--- src/rtl/fetch_pkg.sv ---
// Fetch stage shared types and constants.
// State encodings, BEQ opcode and the NOP word.
package fetch_pkg;

  typedef enum logic [1:0] {
    FETCH_REQ     = 2'd0,
    FETCH_DISCARD = 2'd1,
    FETCH_STALL   = 2'd2
  } fetch_state_e;

  localparam logic [5:0]  OPCODE_BEQ = 6'h04;
  localparam logic [31:0] NOP        = 32'h0000_0000;

  typedef struct packed {
    logic [31:0] instr;
    logic [31:0] pc;
  } slot_t;

endpackage

--- src/rtl/fetch_branch_target.sv ---
// PC-relative branch target: pc + 4 + (sext(imm16) << 2).
// Purely combinational; wraps modulo 2^32.
module branch_target (
  input  logic [31:0] pc_i,
  input  logic [15:0] imm16_i,
  output logic [31:0] target_o
);

  logic [31:0] off;

  // Word offset, sign-extended and scaled to bytes
  always_comb begin
    off      = {{14{imm16_i[15]}}, imm16_i, 2'b00};
    target_o = pc_i + 32'd4 + off;
  end

endmodule

--- src/rtl/fetch.sv ---
// Instruction fetch stage: owns the PC, one outstanding
// imem request, an output slot and a one-entry skid.
module fetch
  import fetch_pkg::*;
#(
  parameter logic [31:0] RESET_PC = 32'h0000_0000
) (
  input  logic        clk,
  input  logic        rst,
  output logic        imem_req,
  output logic [31:0] imem_addr,
  input  logic        imem_ack,
  input  logic [31:0] imem_data,
  output logic [31:0] instr,
  output logic [31:0] instr_pc,
  output logic        instr_valid,
  input  logic        instr_ready,
  input  logic        jump
);

  fetch_state_e state_q, state_d;

  logic [31:0] fetch_pc_q, fetch_pc_d;
  logic [31:0] redir_q, redir_d;
  slot_t       out_q, out_d;
  slot_t       skid_q, skid_d;
  logic        valid_q, valid_d;

  logic        accept, taken, slot_free;
  logic [31:0] tgt;

  assign accept    = valid_q & instr_ready;
  assign taken     = accept & jump;
  assign slot_free = ~valid_q | (accept & ~jump);

  branch_target u_bt (
    .pc_i    (out_q.pc),
    .imm16_i (out_q.instr[15:0]),
    .target_o(tgt)
  );

  assign imem_addr   = fetch_pc_q;
  assign instr       = out_q.instr;
  assign instr_pc    = out_q.pc;
  assign instr_valid = valid_q;

  // State register
  always_ff @(posedge clk) begin
    if (rst) state_q <= FETCH_REQ;
    else     state_q <= state_d;
  end

  // Next-state decision
  always_comb begin
    state_d = state_q;
    unique case (state_q)
      FETCH_REQ: begin
        if (imem_ack) begin
          if (!taken && !slot_free)
            state_d = FETCH_STALL;
        end else if (taken) begin
          state_d = FETCH_DISCARD;
        end
      end
      FETCH_DISCARD: begin
        if (imem_ack) state_d = FETCH_REQ;
      end
      FETCH_STALL: begin
        if (accept) state_d = FETCH_REQ;
      end
      default: state_d = FETCH_REQ;
    endcase
  end

  // Request line and datapath next values
  always_comb begin
    imem_req   = (state_q != FETCH_STALL);
    fetch_pc_d = fetch_pc_q;
    redir_d    = redir_q;
    out_d      = out_q;
    skid_d     = skid_q;
    valid_d    = valid_q;
    unique case (state_q)
      FETCH_REQ: begin
        if (imem_ack) begin
          if (taken) begin
            valid_d    = 1'b0;
            fetch_pc_d = tgt;
          end else if (slot_free) begin
            out_d.instr = imem_data;
            out_d.pc    = fetch_pc_q;
            valid_d     = 1'b1;
            fetch_pc_d  = fetch_pc_q + 32'd4;
          end else begin
            skid_d.instr = imem_data;
            skid_d.pc    = fetch_pc_q;
            fetch_pc_d   = fetch_pc_q + 32'd4;
          end
        end else if (taken) begin
          redir_d = tgt;
          valid_d = 1'b0;
        end else if (accept) begin
          valid_d = 1'b0;
        end
      end
      FETCH_DISCARD: begin
        if (imem_ack) fetch_pc_d = redir_q;
      end
      FETCH_STALL: begin
        if (taken) begin
          fetch_pc_d = tgt;
          valid_d    = 1'b0;
        end else if (accept) begin
          out_d = skid_q;
        end
      end
      default: ;
    endcase
  end

  // Datapath registers
  always_ff @(posedge clk) begin
    if (rst) begin
      fetch_pc_q <= RESET_PC;
      redir_q    <= '0;
      out_q      <= '{instr: NOP, pc: 32'h0};
      skid_q     <= '0;
      valid_q    <= 1'b0;
    end else begin
      fetch_pc_q <= fetch_pc_d;
      redir_q    <= redir_d;
      out_q      <= out_d;
      skid_q     <= skid_d;
      valid_q    <= valid_d;
    end
  end

`ifndef SYNTHESIS
  logic        chk_hold_q;
  logic [31:0] chk_addr_q;

  // Pending request must keep its address until acked
  always_ff @(posedge clk) begin
    if (rst) chk_hold_q <= 1'b0;
    else     chk_hold_q <= imem_req & ~imem_ack;
    chk_addr_q <= imem_addr;
    if (!rst && chk_hold_q && imem_req)
      assert (imem_addr == chk_addr_q)
      else $error("imem_addr moved while request pending");
  end
`endif

endmodule

--- config.mk ---
export PLATFORM = sky130hd
export DESIGN_NAME = fetch
export DESIGN_NICKNAME = d
export VERILOG_FILES = /design/src/rtl/fetch_pkg.sv /design/src/rtl/fetch_branch_target.sv /design/src/rtl/fetch.sv
export SDC_FILE = /design/constraint.sdc
export NUM_CORES = 1
export LEC_CHECK = 0
export ABC_AREA = 0
export ABC_CLOCK_PERIOD_IN_PS = 5100
export CAP_MARGIN = 20
export CORE_MARGIN = 2
export CORE_UTILIZATION = 51
export DETAILED_ROUTE_END_ITERATION = 16
export MAX_ROUTING_LAYER = met4
export PLACE_DENSITY = 0.85
export SYNTH_ARGS = -nofsm -noshare
export SYNTH_HDL_FRONTEND = slang
export SYNTH_SLANG_ARGS = --single-unit
--- constraint.sdc ---
create_clock -name clk -period 5.1 [get_ports clk]
set_clock_uncertainty 0.2 [all_clocks]
set_input_delay 1.275 -clock clk [delete_from_list [all_inputs] [get_ports clk]]
set_output_delay 1.275 -clock clk [all_outputs]
set_load 0.1 [all_outputs]
==> results by group <==
Run status
  • Run status: complete, no violations

Die
  • Ports: 135
  • Die span in x: 148.3 um
  • Die span in y: 148.3 um
  • Rows: 52
  • Die area: 22000 um2
  • Starting Density: 52.16%
  • Core Area: 20360 um2

Worst hold path
  • Hold Path Class: reg -> reg

Final layout
  • Layout cells sized above 1: 4.786%
  • Layout net count: 1487
  • Layout area overhead: 19.12%
  • Diode count: 0

Synthesis
  • FF+latch count, synth: 195
  • Complex-gate fraction of the synthesized area: 23.44%
  • Sequential-to-total area share from yosys stat: 36.75%
  • Mean area per synthesized cell: 8.059 um2
  • Top_reg_cell synth: dfxtp_1
  • Top area cells in the synthesized netlist: dfxtp_1 (37%), nand2_1 (8.3%), ha_1 (7.3%)
  • Synth Net Count: 1418
  • Number of synthesized flops with an enable pin: 0
  • Asr flop ratio synth: 0%
  • Library cells used by synthesis: 76
  • Post-Synth XOR/XNOR Area: 3.216%
  • Post-synthesis simple-gate area fraction: 18.62%
  • Largest family of logic cells by synthesized area: compound AO/OA/AOI/OAI gates
  • Leading area contributor after synthesis: dfxtp_1
  • Top cell type's share of synthesized area: 36.75%
  • Post-Syn Area: 10620 um2
  • Post-synthesis mux area share: 6.220%
  • Adder-cell area share of the yosys netlist: 7.492%
  • Post-Syn Instances: 1318
  • YS warnings: 0

Clock tree
  • Reg clk slew, reported paths: 70 ps
  • Resized Gates After CTS: 0
  • Root buffer cell: clkbuf_16
  • Postcts setup bufs: 0
  • # hold bufs at CTS: 0
  • H-tree depth: 4
  • Worst skew pair latency: 440 ps
  • CTS tree: built
  • Total CTS buffers: 17
  • CTS Buffer Depth: 2
  • TritonCTS Sinks: 195

Global routing
  • Total GRT Usage: 29.12%
  • Aggregate global routing overflow: 0
  • Number of global-route vias before repair: 9485
  • Largest net degree at the start of global routing: 97
  • Initial antenna violation count: 0
  • First-pass GRT wire length: 49.77 mm

Power
  • Leak Pwr: 0.004677 uW
  • Power after layout: 4521 uW
  • Max rail drop VDD: 262.3 uV
  • Pwr Density: 357.3 nW/um2

Routing
  • DRC: 0
  • Post-route ant nets: 0
  • Detailed Routing Iterations Pass 1: 9
  • Final wirelength: 31.16 mm
  • DR vias: 10250
  • Routed length per instance: 18.66 um
  • Drt via density: 6.138
  • Initial DRC count: 1038

Critical path
  • Worst path arrival time: 2510 ps
  • Crit path kind: reg -> out
  • Crit-path max FO: 9
  • Crit path capture type: primary output
  • Worst path required time: 3620 ps
  • R2R Setup Slk: 1310 ps
  • CP startpoint kind: register

Flow run
  • Maxcap violations: 0

Timing
  • Fmax: 0.2512 GHz
  • Final setup viols: 0
  • Period utilization: 78.05%
  • Relative slew slack: 29.97%
  • Final TNS setup: 0 ps
  • Hold Fails Final Rpt: 0
  • Fin crit period: 3981 ps
  • Pins Over Slew Limit: 0
  • Measured slew at the worst slew-check pin: 1050 ps
  • RSZ-0062 raised after global routing: no

Place
  • DP HPWL: 21.29 mm
  • GP Congestion: 0.9388
  • Port buffer count: 134
==> cells by family after synthesis <==
logic type,after synthesis
AOI/OAI and AO/OA,380
xor gates and xnor gates,39
adders and majority gates,63
buffers and inverters,115
DFF,195
muxes,66
and+or+nand+nor,460
==> layer usage <==
metal | global-route usage [%] | wire [um] | up-vias
met3 | 5.276 | 2367 | 105
met2 | 47.25 | 14670 | 468
li1 | - | - | 4858
met4 | 13.48 | 1600 | 0
met5 | - | 0 | -
met1 | 35.33 | 12520 | 4820
==> area by class of cell <==
cell class / count / area, um2
inverter: 15 / 56.30
fill: 1737 / 7712
clock buffer: 21 / 450.4
multi-input combinational: 1008 / 6312
tap: 270 / 337.8
clock inverter: 11 / 120.1
sequential: 195 / 3904
timing repair buffer: 150 / 1471
==> per-stage QoR <==
step | instance area, um2 | std cells | utilization, % | hold slack, ps | setup WS, ps
after floorplan | 10620 | 1318 | - | 232.1 | 1158
after global placement | 12080 | 1638 | 59.33 | 240.0 | 1102
after detailed placement | 12080 | 1638 | 59.33 | 246.3 | 1086
after CTS | 12650 | 1670 | 62.13 | 256.1 | 1114
after global routing | 12650 | 1670 | 62.13 | 270.2 | 1055
final | 12650 | 1670 | 62.13 | 256.0 | 1119
==> critical path, stage by stage (launching register included) <==
cell and delay (ps):
dfxtp_1 380, inv_1 130, ha_4 180, clkinv_1 190
clkdlybuf4s50_1 1180
==> cells in the final DEF, fill, tap and decap left out, drive strengths merged, types with 3 or more instances in the layout <==
cell type        n
a21oi          149
a2111oi          4
a31oi            4
o21ai           51
o211ai           5
nor2b            5
nand4           14
buf             17
o21bai           4
a221oi          12
a41oi            3
nand2          234
nor3            16
a22oi            4
a311oi           3
inv             18
o31ai            8
nor2           121
a221o            3
xor2            18
xnor2           21
a21boi           5
a21o            18
a31o             3
dfxtp          195
nand3           23
a211oi          77
and2             7
o41ai            4
and4             4
ha              62
clkbuf          21
a211o            3
nand2b           4
and3            15
clkinv           5
mux2i           66
clkdlybuf4s50  133
nor3b            3
==> sequential cells by signal, summed over array words and instances, names as in the netlist <==
signal,count
imem_addr,32
instr_valid,1
redir_q,32
state_q,2
instr,32
instr_pc,32
skid_q,64
==> synthesized netlist by cell type, types with 14 or more instances <==
| library cell | instances |
|---|---|
| o21ai_0 | 46 |
| xnor2_1 | 21 |
| and3_1 | 14 |
| inv_1 | 14 |
| dfxtp_1 | 195 |
| nor2_1 | 121 |
| a21oi_1 | 147 |
| clkbuf_1 | 78 |
| nand2_1 | 234 |
| xor2_1 | 18 |
| nand4_1 | 14 |
| mux2i_1 | 66 |
| ha_1 | 62 |
| a211oi_1 | 77 |
| a21o_1 | 18 |
| nor3_1 | 15 |
| nand3_1 | 23 |
==> report_power, final <==
| group | leakage, uW | switching [uW] | internal, uW |
|---|---|---|---|
| logic | 0.00281 | 1050 | 398 |
| registers | 0.00159 | 127 | 1610 |
| clock network | 0.000275 | 629 | 700 |
| total | 0.00468 | 1810 | 2710 |
==> final timing paths <==
path,to,start,cells after the start
worst max-delay path,imem_req,state_q[0],4
worst min-delay path,skid_q[63],skid_q[63],2
worst max register to register,imem_addr[27],instr[1],11
worst min register to register,skid_q[63],skid_q[63],2
Power figures use the tool's default switching activity.
